<file path="config.mk">
export PLATFORM = sky130hd
export DESIGN_NAME = booth_sequential_multiplier
export DESIGN_NICKNAME = d
export VERILOG_FILES = /design/src/rtl/booth_sequential_multiplier_pkg.sv /design/src/rtl/booth_sequential_multiplier_adder.sv /design/src/rtl/booth_sequential_multiplier.sv
export SDC_FILE = /design/constraint.sdc
export NUM_CORES = 1
export LEC_CHECK = 0
export ABC_AREA = 1
export BUFFER_PORTS_ARGS = -buffer_cell sky130_fd_sc_hd__clkbuf_2
export CAP_MARGIN = 20
export CORE_UTILIZATION = 35
export DETAILED_ROUTE_END_ITERATION = 10
export PLACE_DENSITY = 0.54
export SLEW_MARGIN = 20
export SYNTH_ARGS = -nofsm -noshare
export SYNTH_HDL_FRONTEND = slang
export SYNTH_HIERARCHICAL = 1
export SYNTH_SLANG_ARGS = --single-unit
</file>
<file path="constraint.sdc">
create_clock -name clk -period 7.16 [get_ports clk]
set_clock_uncertainty 0.1 [all_clocks]
set_input_delay 0.716 -clock clk [delete_from_list [all_inputs] [get_ports clk]]
set_output_delay 0.716 -clock clk [all_outputs]
set_load 0.005 [all_outputs]
</file>
<file path="src/rtl/booth_sequential_multiplier_pkg.sv">
// Shared types and helpers for the sequential radix-2 Booth multiplier.
package booth_sequential_multiplier_pkg;

    // Controller states; the encodings are fixed so that debug dumps read consistently.
    typedef enum logic [1:0] {
        S_IDLE = 2'b00,
        S_RUN  = 2'b01,
        S_DONE = 2'b10
    } state_t;

    // Action taken on the accumulator in one Booth step.
    typedef enum logic [1:0] {
        BOOTH_NOP = 2'b00,
        BOOTH_ADD = 2'b01,
        BOOTH_SUB = 2'b10
    } booth_op_t;

    // Radix-2 Booth recoding of the bit pair {Q[0], q_m1}.
    function automatic booth_op_t booth_decode(input logic q0, input logic q_m1);
        booth_op_t op;
        case ({q0, q_m1})
            2'b01:   op = BOOTH_ADD;
            2'b10:   op = BOOTH_SUB;
            default: op = BOOTH_NOP;
        endcase
        return op;
    endfunction

endpackage

</file>
<file path="src/rtl/booth_sequential_multiplier_adder.sv">
// Ripple-carry adder built from the single-bit full-adder cell.

// One-bit full adder cell.
module single_bit_full_adder (
    input  logic a,
    input  logic b,
    input  logic cin,
    output logic sum,
    output logic cout
);
    assign sum  = a ^ b ^ cin;
    assign cout = (a & b) | (a & cin) | (b & cin);
endmodule

// N-bit ripple chain; subtraction is done by the caller feeding ~b and cin=1.
module ripple_carry_adder #(
    parameter int N = 9
) (
    input  logic [N-1:0] a,
    input  logic [N-1:0] b,
    input  logic         cin,
    output logic [N-1:0] sum,
    output logic         cout
);
    logic [N:0] w_carry;

    assign w_carry[0] = cin;

    for (genvar g = 0; g < N; g++) begin : g_bit
        single_bit_full_adder u_fa (
            .a    (a[g]),
            .b    (b[g]),
            .cin  (w_carry[g]),
            .sum  (sum[g]),
            .cout (w_carry[g+1])
        );
    end

    assign cout = w_carry[N];
endmodule

</file>
<file path="src/rtl/booth_sequential_multiplier.sv">
// Sequential radix-2 Booth multiplier: one Booth step per clock, WIDTH steps per product.
module booth_sequential_multiplier
    import booth_sequential_multiplier_pkg::*;
#(
    parameter int WIDTH = 8
) (
    input  logic                 clk,
    input  logic                 rst,
    input  logic                 start,
    input  logic [WIDTH-1:0]     multiplicand,
    input  logic [WIDTH-1:0]     multiplier,
    output logic                 busy,
    output logic                 done,
    output logic [2*WIDTH-1:0]   product
);
    localparam int CW = $clog2(WIDTH + 1);

    state_t               r_state;
    state_t               w_state_next;
    logic [WIDTH:0]       r_a;
    logic [WIDTH-1:0]     r_q;
    logic                 r_q_m1;
    logic [WIDTH:0]       r_m;
    logic [CW-1:0]        r_count;
    logic [2*WIDTH-1:0]   r_product;
    logic                 r_busy;
    logic                 r_done;

    booth_op_t            w_op;
    logic                 w_sub;
    logic [WIDTH:0]       w_addend;
    logic [WIDTH:0]       w_sum;
    logic                 w_cout_unused;
    logic [WIDTH:0]       w_a_step;
    logic [WIDTH:0]       w_a_shift;
    logic [WIDTH-1:0]     w_q_shift;
    logic                 w_last;

    // A is WIDTH+1 bits wide so that subtracting the most negative M cannot overflow.
    assign w_op     = booth_decode(r_q[0], r_q_m1);
    assign w_sub    = (w_op == BOOTH_SUB);
    assign w_addend = w_sub ? ~r_m : r_m;

    ripple_carry_adder #(
        .N (WIDTH + 1)
    ) u_adder (
        .a    (r_a),
        .b    (w_addend),
        .cin  (w_sub),
        .sum  (w_sum),
        .cout (w_cout_unused)
    );

    assign w_a_step  = (w_op == BOOTH_NOP) ? r_a : w_sum;
    assign w_a_shift = {w_a_step[WIDTH], w_a_step[WIDTH:1]};
    assign w_q_shift = {w_a_step[0], r_q[WIDTH-1:1]};
    assign w_last    = (r_count == CW'(1'b1));

    // Next-state logic for the IDLE -> RUN -> DONE -> IDLE sequence.
    always_comb begin
        w_state_next = r_state;
        case (r_state)
            S_IDLE: begin
                if (start) begin
                    w_state_next = S_RUN;
                end else begin
                    w_state_next = S_IDLE;
                end
            end
            S_RUN: begin
                if (w_last) begin
                    w_state_next = S_DONE;
                end else begin
                    w_state_next = S_RUN;
                end
            end
            S_DONE:  w_state_next = S_IDLE;
            default: w_state_next = S_IDLE;
        endcase
    end

    // State register plus registered busy/done flags derived from the next state.
    always_ff @(posedge clk) begin
        if (rst) begin
            r_state <= S_IDLE;
            r_busy  <= 1'b0;
            r_done  <= 1'b0;
        end else begin
            r_state <= w_state_next;
            r_busy  <= (w_state_next != S_IDLE);
            r_done  <= (w_state_next == S_DONE);
        end
    end

    // Datapath: operand load, Booth add/sub plus arithmetic shift, and product latch.
    always_ff @(posedge clk) begin
        if (rst) begin
            r_a       <= '0;
            r_q       <= '0;
            r_q_m1    <= 1'b0;
            r_m       <= '0;
            r_count   <= '0;
            r_product <= '0;
        end else begin
            case (r_state)
                S_IDLE: begin
                    if (start) begin
                        r_a     <= '0;
                        r_q     <= multiplier;
                        r_q_m1  <= 1'b0;
                        r_m     <= {multiplicand[WIDTH-1], multiplicand};
                        r_count <= CW'(WIDTH);
                    end
                end
                S_RUN: begin
                    r_a     <= w_a_shift;
                    r_q     <= w_q_shift;
                    r_q_m1  <= r_q[0];
                    r_count <= r_count - CW'(1'b1);
                    if (w_last) begin
                        r_product <= {w_a_shift[WIDTH-1:0], w_q_shift};
                    end
                end
                default: begin
                    r_count <= '0;
                end
            endcase
        end
    end

    assign busy    = r_busy;
    assign done    = r_done;
    assign product = r_product;

endmodule

</file>
==> run summary <==
Synth warn: 6
Pins Over Slew Limit: 0
Skew-Pair Late Insertion Delay: 300 ps
Drt total wl: 4.70 mm
First-iteration detailed-routing DRC count: 86
Worst Path Max Fanout: 9
Syn Nets: 314
Antenna Diode Count: 0
Crit path buf inv count: 0
End point of the critical path: product[15]
Status: complete, no violations
Final Hold Vio Count: 0
CTS resizes: 0
Area delta synth->final: 13.0%
Pin count of the biggest net entering global routing: 35
Compound-cell area share of the yosys netlist: 15.2%
Final WS setup: 2070 ps
Pwr dens: 236 nW/um^2
CP peak stage delay: 460 ps
Worst Hold Class: reg -> reg
CP startpoint: r_q[0]
Worst path slowest cell: ha_1
FF-to-FF End: product[15]
Proportion of synthesized area in mux cells: 0%
Main combinational cell family by area after synthesis: simple AND/OR/NAND/NOR gates
Cells after Synth: 283
Synth Cell Area: 2290 um^2
Crit path DAT: 5170 ps
First-pass GRT wire length: 8.38 mm
Total grt overflow: 0
Drt pass-1 iters: 4
Dpl ws: 2050 ps
Die X: 82.8 um
Initial antenna violation count: 0
Max_slew headroom: 34.0%
Initial Utilization: 36.2%
I/O Buffers: 36
Fraction of registers with async set/reset: 0%
Total Routing Usage GR: 14.9%
Fmax: 197 MHz
CP delay by family, top: adder cells
Clock sinks: 49
Tmin final: 5090 ps
Avg WL per Cell: 12.0 um
Slew @ Worst Pin: 989 ps
XOR/XNOR Fraction of Synth Area: 3.06%
WP depth: 13
Post-CTS Setup Repair Bufs: 0
Design Area, Final: 2580 um^2
# fillers: 690
Seq/Total Area, Yosys: 42.9%
Final cycle utilization of the critical path: 71.1%
Root buffer cell: clkbuf_8
Critical path launch point type: flop
Crit end category: flop
CP Cell Sequence: ha_1 > xor2_1 > fa_1 > fa_1 > fa_1 > fa_1 > fa_1 > fa_1 > fa_1 > fa_1 > fa_1 > o21ai_0 > o21ai_2
Area share of fa/ha/maj cells after synthesis: 9.52%
Row count: 29
Synthesized flop and latch total: 49
Core region area: 6310 um^2
Vias in the first global route: 1789
Post-synth EDFFs: 0
CTS tree: built
Antenna viol nets, final: 0
Post-synthesis simple-gate area fraction: 21.0%
Via density per instance: 4.68
Total power: 0.609 mW
Vias: 1827
Reg2Reg Depth: 13
Die Y: 82.8 um
TNS Setup: 0 ps
Htree depth: 2
Number of remaining DRC errors: 0
CTS Buffer Depth: 2
CTS Hold Bufs: 0
RSZ-0062 raised after global routing: false
HPWL Detailed: 3.37 mm
Leakage Power: 1.18 nW
Peak VDD IR: 0.0000917 V
Req. time, crit path: 7240 ps
Syn Area/Cell: 8.08 um^2
DP Area: 2480 um^2
Die area: 6860 um^2
Max Cap Viol: 0
Unique cell type count in the Yosys netlist: 25
Final Util: 40.9%
Setup violators final: 0
Fin nets: 344
RR Startpoint: r_q[0]
Reg2reg setup slack: 2070 ps
I/O Pins: 37
Placer Congestion: 0.775
Kind of critical path: reg -> reg
CP dominant cell by count: fa_1
Layout cells sized above 1: 19.8%
Worst-path clk slew: 90 ps
CTS Buf Count: 5
Top FF cell, synth: dfxtp_1
## metal layers
layer | GRT usage, % | part of all wire, % | up-vias
met3 | 2.68 | 2.6 | 5
met5 | 0 | 0 | -
met4 | 5.64 | 1.4 | 0
met2 | 24.8 | 47 | 27
li1 | - | - | 958
met1 | 19.3 | 49 | 837
## Yosys cell counts (2+ instances only)
cell,count,share of area (%)
inv_2,6,0.98
o22ai_1,2,0.55
inv_1,21,3.4
a21oi_1,15,3.3
xor2_1,8,3.1
nor2_1,38,6.2
o21ai_0,20,4.4
nand3_1,19,4.2
nand2_1,48,7.9
buf_6,4,2.0
o21ai_1,13,2.8
or2_1,4,1.1
clkbuf_1,4,0.66
fa_1,9,7.9
o21ai_2,9,3.4
buf_2,4,0.88
dfxtp_1,49,43
ha_1,3,1.6
## worst min path at each step
| stage | start | end | slack, ps | depth (start not counted) |
|---|---|---|---|---|
| 4_1_cts | r_q_m1 | r_q_m1 | 380 | 2 |
| 2_1_floorplan | r_q_m1 | r_q_m1 | 340 | 2 |
| 5_1_grt | product[7] | product[7] | 400 | 2 |
| 6_report | r_q_m1 | r_q_m1 | 370 | 2 |
| 3_5_place_dp | r_q_m1 | r_q_m1 | 360 | 2 |
| 3_3_place_gp | r_q_m1 | r_q_m1 | 350 | 2 |
## final cells by class
class | count | area, um^2 | share of cell area, %
multi-input cells | 193 | 1110 | 43.1
flip-flops and latches | 49 | 981 | 38.0
repair buffers | 36 | 180 | 6.97
inverters | 28 | 108 | 4.16
well taps | 77 | 96.3 | 3.73
clock buffers | 5 | 68.8 | 2.66
clock inverters | 2 | 35.0 | 1.36
## power breakdown
group,internal (mW),switching (mW),total (mW)
sequential,0.290,0.0119,0.302
clock,0.102,0.0899,0.192
combinational,0.0403,0.0750,0.115
total,0.432,0.177,0.609
## per-stage QoR
stage,hold slack (ps),instances
CTS,378,390
floorplan,339,283
global route,396,390
finish,372,390
global placement,352,383
detailed placement,364,383
## cell usage in the layout, fill, tap and decap left out, types with 2 or more instances in the layout
| master | synthesis | final |
|---|---|---|
| a21oi_1 | 15 | 15 |
| clkbuf_2 | 0 | 36 |
| clkbuf_8 | 0 | 5 |
| dfxtp_1 | 49 | 49 |
| fa_1 | 9 | 9 |
| ha_1 | 3 | 3 |
| inv_1 | 21 | 21 |
| inv_2 | 6 | 6 |
| nand2_1 | 48 | 48 |
| nand3_1 | 19 | 19 |
| nor2_1 | 38 | 38 |
| o21ai_0 | 20 | 20 |
| o21ai_1 | 13 | 13 |
| o21ai_2 | 9 | 9 |
| o22ai_1 | 2 | 2 |
| or2_1 | 4 | 4 |
| xor2_1 | 8 | 8 |
## worst reg2reg max path, cell delays in order, from the launching register on
cell	delay, ps
dfxtp_1	370
ha_1	460
xor2_1	160
fa_1	440
fa_1	380
fa_1	390
fa_1	390
fa_1	380
fa_1	380
fa_1	390
fa_1	390
fa_1	450
o21ai_0	220
o21ai_2	80
## registers in the layout, summed over array words and instances, names as in the netlist
signal	cells
product	16
r_count	4
r_state	2
r_m	8
r_q_m1	1
done	1
busy	1
r_q	8
r_a	8
## kinds of logic (layout without fill, tap and decap cells)
kind of cell / Yosys count / after routing
xor gates and xnor gates: 8 / 8
AOI/OAI and AO/OA: 61 / 61
DFF: 49 / 49
buffers and inverters: 41 / 71
adders and majority gates: 12 / 12
and+or+nand+nor: 112 / 112
No activity file was read; power rests on OpenSTA's default activity.
